### src/rtl/rdma_rx_hdr_parser.sv
// RX header parser for IPv4/UDP/RDMA-shim frames on a 32-bit stream.
// Checks the 8-word header, emits metadata, forwards payload or drains and flags rejects.
module rdma_rx_hdr_parser #(
  parameter int unsigned MAX_PAYLOAD = 1472
) (
  input  logic        iClk,
  input  logic        iRst,
  input  logic [31:0] i_local_ip,
  input  logic [15:0] i_local_port,
  input  logic [31:0] i_s_tdata,
  input  logic [3:0]  i_s_tkeep,
  input  logic        i_s_tvalid,
  input  logic        i_s_tlast,
  output logic        o_s_tready,
  output logic [15:0] o_meta_payload_len,
  output logic [31:0] o_meta_src_ip,
  output logic [31:0] o_meta_dst_ip,
  output logic [15:0] o_meta_src_port,
  output logic [15:0] o_meta_dst_port,
  output logic [7:0]  o_meta_flags,
  output logic [7:0]  o_meta_endpoint_id,
  output logic        o_meta_valid,
  input  logic        i_meta_ready,
  output logic [31:0] o_m_tdata,
  output logic [3:0]  o_m_tkeep,
  output logic        o_m_tvalid,
  output logic        o_m_tlast,
  input  logic        i_m_tready,
  output logic        o_error,
  output logic [3:0]  o_error_code
);

  localparam int unsigned ACC_W     = 20;
  localparam int unsigned HDR_LAST  = 7;
  localparam int unsigned SHIM_LEN  = 12;
  localparam int unsigned IP_HDR_LEN = 20;

  typedef enum logic [2:0] {
    S_HDR, S_CHECK, S_META, S_PAYLOAD, S_DROP, S_ERR
  } state_t;

  state_t             state;
  logic [2:0]         wcnt;
  logic [ACC_W-1:0]   acc;
  logic               rdy;
  logic               last_w7;
  logic [3:0]         ver;
  logic [3:0]         ihl;
  logic [15:0]        total_len;
  logic [7:0]         proto;
  logic [31:0]        src_ip;
  logic [31:0]        dst_ip;
  logic [15:0]        src_port;
  logic [15:0]        dst_port;
  logic [15:0]        udp_len;
  logic [7:0]         flags;
  logic [7:0]         ep_id;

  logic               in_hs;
  logic [16:0]        fold1;
  logic [16:0]        fold2;
  logic [15:0]        csum;
  logic [15:0]        plen;
  logic [3:0]         chk_code;

  // Input ready is a registered flag except in PAYLOAD, where the sink steers it.
  assign o_s_tready = (state == S_PAYLOAD) ? i_m_tready : rdy;
  assign in_hs      = i_s_tvalid && o_s_tready;

  assign o_m_tvalid = (state == S_PAYLOAD) && i_s_tvalid;
  assign o_m_tdata  = (state == S_PAYLOAD) ? i_s_tdata : '0;
  assign o_m_tkeep  = (state == S_PAYLOAD) ? i_s_tkeep : '0;
  assign o_m_tlast  = (state == S_PAYLOAD) && i_s_tlast;

  // Header checks in priority order; zero means the header is accepted.
  always_comb begin
    fold1    = 17'(acc[15:0]) + 17'(acc[19:16]);
    fold2    = 17'(fold1[15:0]) + 17'(fold1[16]);
    csum     = fold2[15:0];
    plen     = udp_len - 16'(SHIM_LEN);
    chk_code = 4'd0;
    if (last_w7)                                     chk_code = 4'd8;
    else if (ver != 4'd4 || ihl != 4'd5)             chk_code = 4'd1;
    else if (csum != 16'hFFFF)                       chk_code = 4'd9;
    else if (proto != 8'd17)                         chk_code = 4'd2;
    else if (dst_ip != i_local_ip)                   chk_code = 4'd3;
    else if (dst_port != i_local_port)               chk_code = 4'd4;
    else if (udp_len != (total_len - 16'(IP_HDR_LEN))) chk_code = 4'd5;
    else if (udp_len <= 16'(SHIM_LEN))               chk_code = 4'd6;
    else if (plen > 16'(MAX_PAYLOAD))                chk_code = 4'd7;
  end

  always_ff @(posedge iClk or negedge iRst) begin
    if (!iRst) begin
      state              <= S_HDR;
      wcnt               <= '0;
      acc                <= '0;
      rdy                <= 1'b0;
      last_w7            <= 1'b0;
      ver                <= '0;
      ihl                <= '0;
      total_len          <= '0;
      proto              <= '0;
      src_ip             <= '0;
      dst_ip             <= '0;
      src_port           <= '0;
      dst_port           <= '0;
      udp_len            <= '0;
      flags              <= '0;
      ep_id              <= '0;
      o_meta_payload_len <= '0;
      o_meta_src_ip      <= '0;
      o_meta_dst_ip      <= '0;
      o_meta_src_port    <= '0;
      o_meta_dst_port    <= '0;
      o_meta_flags       <= '0;
      o_meta_endpoint_id <= '0;
      o_meta_valid       <= 1'b0;
      o_error            <= 1'b0;
      o_error_code       <= '0;
    end else begin
      o_error      <= 1'b0;
      o_error_code <= 4'd0;
      case (state)
        S_HDR: begin
          rdy <= 1'b1;
          if (in_hs) begin
            case (wcnt)
              3'd0: begin
                ver       <= i_s_tdata[31:28];
                ihl       <= i_s_tdata[27:24];
                total_len <= i_s_tdata[15:0];
              end
              3'd2: proto <= i_s_tdata[23:16];
              3'd3: src_ip <= i_s_tdata;
              3'd4: dst_ip <= i_s_tdata;
              3'd5: begin
                src_port <= i_s_tdata[31:16];
                dst_port <= i_s_tdata[15:0];
              end
              3'd6: udp_len <= i_s_tdata[31:16];
              3'd7: begin
                flags <= i_s_tdata[31:24];
                ep_id <= i_s_tdata[23:16];
              end
              default: ;
            endcase
            if (wcnt <= 3'd4)
              acc <= acc + ACC_W'(i_s_tdata[31:16]) + ACC_W'(i_s_tdata[15:0]);
            if (wcnt == 3'(HDR_LAST)) begin
              last_w7 <= i_s_tlast;
              wcnt    <= '0;
              rdy     <= 1'b0;
              state   <= S_CHECK;
            end else if (i_s_tlast) begin
              // Frame ended inside the header: reject immediately.
              wcnt         <= '0;
              acc          <= '0;
              rdy          <= 1'b0;
              o_error      <= 1'b1;
              o_error_code <= 4'd8;
              state        <= S_ERR;
            end else begin
              wcnt <= wcnt + 3'd1;
            end
          end
        end
        S_CHECK: begin
          acc <= '0;
          if (chk_code == 4'd0) begin
            o_meta_valid       <= 1'b1;
            o_meta_payload_len <= plen;
            o_meta_src_ip      <= src_ip;
            o_meta_dst_ip      <= dst_ip;
            o_meta_src_port    <= src_port;
            o_meta_dst_port    <= dst_port;
            o_meta_flags       <= flags;
            o_meta_endpoint_id <= ep_id;
            state              <= S_META;
          end else begin
            o_error      <= 1'b1;
            o_error_code <= chk_code;
            if (last_w7) begin
              state <= S_ERR;
            end else begin
              rdy   <= 1'b1;
              state <= S_DROP;
            end
          end
        end
        S_META: begin
          if (i_meta_ready) begin
            o_meta_valid <= 1'b0;
            state        <= S_PAYLOAD;
          end
        end
        S_PAYLOAD: begin
          if (i_s_tvalid && i_m_tready && i_s_tlast) begin
            rdy   <= 1'b1;
            state <= S_HDR;
          end
        end
        S_DROP: begin
          if (in_hs && i_s_tlast) state <= S_HDR;
        end
        S_ERR: begin
          rdy   <= 1'b1;
          state <= S_HDR;
        end
        default: begin
          rdy   <= 1'b0;
          state <= S_HDR;
        end
      endcase
    end
  end

endmodule

### config.mk
export PLATFORM = sky130hd
export DESIGN_NAME = rdma_rx_hdr_parser
export DESIGN_NICKNAME = d
export VERILOG_FILES = /design/src/rtl/rdma_rx_hdr_parser.sv
export SDC_FILE = /design/constraint.sdc
export NUM_CORES = 1
export LEC_CHECK = 0
export BUFFER_PORTS_ARGS = -buffer_cell sky130_fd_sc_hd__buf_4
export CAP_MARGIN = 10
export CORE_MARGIN = 1
export CORE_UTILIZATION = 60
export DETAILED_ROUTE_END_ITERATION = 8
export GPL_TIMING_DRIVEN = 0
export PLACE_DENSITY = 0.95
export SLEW_MARGIN = 20
export SYNTH_ARGS = -nofsm -noshare
export SYNTH_HDL_FRONTEND = slang
export SYNTH_SLANG_ARGS = --single-unit
### constraint.sdc
create_clock -name iClk -period 12.7 [get_ports iClk]
set_clock_uncertainty 0.05 [all_clocks]
set_input_delay 3.175 -clock iClk [delete_from_list [all_inputs] [get_ports iClk]]
set_output_delay 3.175 -clock iClk [all_outputs]
set_load 0.03 [all_outputs]
==> results.yml <==
drt:
  drc: 0
  dr.pass1.iters: 6
  vias: 12260
  wl_per_cell_um: 25.61
  drtIter0Drc: 1211
  drtAntennaViolNets: 0
  vias_per_cell: 6.426
  wl_um: 48840
cts:
  htreeDepth: 1
  cts-resized-gates: 0
  clock_path_buffers: 3
  numCtsBuffers: 31
  hold_buffers: 0
  cts.sinks: 322
  tritoncts: "yes"
  cts.clk_slew.worst_paths_ps: 70
  insertion_delay_ps: 580
  cts_setup_buffers: 0
  cts-root-buf: "clkbuf_16"
yosys:
  synth-seq-cells: 322
  ys_warn_count: 0
  syn_nets: 1388
  synth_top_area_frac: 0.5078
  synth_area_um2: 15870
  synth.distinct_cells: 74
  yosysSeqAreaShare: 0.5078
  synth_ff_type: "dfrtp_1"
  syn_avg_cell_area_um2: 12.70
  synth_top_area_cell: "dfrtp_1"
  synthArstFlopShare: 1.000
  synth_edf_count: 0
  synthCells: 1249
  synth_area_leaders: "dfrtp_1, mux2_2, mux2_1, xor2_1, ha_1"
final_layout:
  area_growth_pct: 22.60
  final_util: 0.7486
  final_common_cell: "dfrtp_1"
  drive_gt1_frac: 0.3435
  nets: 1686
  insertedDiodeCount: 0
  layout_common_cells: "dfrtp_1, buf_4, mux2_2"
  instances_no_fill: 1907
sta:
  relSlewSlack: 0.4373
  worst_pin_slew_ps: 844.1
  hold_violations: 0
  final_max_slew_viol_count: 0
  min_period_ps: 7021
  rsz0062_at_grt: "false"
  fmax_mhz: 142.4
  fin_tns_setup_ps: 0
  setup_ws_ps: 5679
  timing.final.crit_share: 0.5529
  finalSetupViolations: 0
run_status:
  outcome: "completed"
placed_design:
  dp_cells: 1849
  place_congestion: 0.9302
  dp_worst_setup_slack_ps: 5731
  port_buffers: 262
  dpl.hpwl_um: 32020
global_route:
  antenna_found_initial: 3
  grt_max_degree: 107
  grt_usage: 0.3644
  overflow: 0
  grt_pass1_wl_um: 73440
  grt_pass1_vias: 12740
critical_path:
  path_class: "in -> out"
  worstPathRequired_ps: 9470
  critPathMaxStageDelay_ps: 240
  arrival_ps: 3800
  end_kind: "primary output"
  cp_max_fo: 8
  slowest_stage: "buf_4"
  crit_chain: "buf_4, and2_1, buf_4"
  crit_path_start_kind: "input port"
  crit_path_frequent_cell: "buf_4"
floorplanning:
  fp.dieW_um: 164.6
  ioPinCount: 263
  start_util: 0.6106
  fp.dieH_um: 164.6
  rows: 59
  core_area_um2: 25980
  die-area_um2: 27100
pwr:
  leakagePower_nw: 9.803
  irDropWorstVdd_v: 0.0001194
  total_power_mw: 3.660
  powerDensity_nw_per_um2: 188.2
flow_run:
  maxCapViolCount: 0
min_path:
  hp-class: "reg -> reg"
[stage by stage]
step | hold slack, ps | area [µm²]
3_5_place_dp | 421.3 | 18340
2_1_floorplan | 399.2 | 15870
5_1_grt | 450.2 | 19450
6_report | 431.0 | 19450
4_1_cts | 432.1 | 19450
3_3_place_gp | 416.3 | 18250
[worst max-delay path: cells and delay by family]
family,cells,cell delay (ps)
simple gates,1,200
buf+inv,2,410
[area by class of cell]
cell class,count,area (µm²)
Timing Repair Buffer,265,2057
Sequential cell,322,8058
Tap cell,335,419.2
Buffer,55,324.1
Clock buffer,40,849.6
Multi-Input combinational cell,852,7410
Clock inverter,18,260.3
Inverter,20,75.07
Fill cell,1489,6533
[worst paths after layout]
path                          startpoint            endpoint  slack (ps)  depth (start not counted)
max                        i_s_tdata[18]       o_m_tdata[18]        5680                          3
min                          src_port[4]  o_meta_src_port[4]         430                          1
max reg2reg                      acc[16]   o_meta_dst_ip[25]        6750                         20
min reg2reg                  src_port[4]  o_meta_src_port[4]         430                          1
max in group asynchronous           iRst          udp_len[0]        8930                          3
min in group asynchronous           iRst         dst_port[2]        2460                          1
[synth_stat cells (18+ instances only)]
cell type / number
clkbuf_1: 23
mux2_2: 182
inv_1: 20
and2_1: 46
nor4_1: 19
xnor2_1: 31
mux2_1: 103
xor2_1: 69
fa_1: 18
nand2_1: 38
nor2_1: 47
ha_1: 31
o21ai_0: 28
a21oi_1: 28
dfrtp_1: 322
nand3_1: 24
[where the power goes]
part           total (mW)  internal [mW]  switching, mW
sequential           1.47           1.25          0.224
clock                1.01          0.596          0.410
combinational        1.18          0.532          0.649
[sequential cells by signal (all words and copies together), names as in the netlist, 16 cells and up]
| register | count |
|---|---|
| udp_len | 16 |
| o_meta_src_ip | 32 |
| o_meta_dst_port | 16 |
| o_meta_payload_len | 16 |
| acc | 20 |
| src_port | 16 |
| src_ip | 32 |
| o_meta_dst_ip | 32 |
| dst_ip | 32 |
| total_len | 16 |
| dst_port | 16 |
| o_meta_src_port | 16 |
[layer usage]
| metal | up-vias | GRT usage | part of all wire |
|---|---|---|---|
| met5 | - | 0 | 0.00072 |
| met4 | 6 | 0.2435 | 0.069 |
| met3 | 267 | 0.09568 | 0.10 |
| met2 | 848 | 0.5808 | 0.48 |
| met1 | 6063 | 0.4360 | 0.35 |
| li1 | 5071 | - | - |
[cells by family after synthesis]
logic type / share of synthesized area
AOI/OAI and AO/OA: 0.05843
xor gates and xnor gates: 0.05520
and+or+nand+nor: 0.09700
muxes: 0.2086
adders and majority gates: 0.04779
buffers and inverters: 0.02515
DFF: 0.5078
Note: power is estimated with default switching activity, not from simulation.
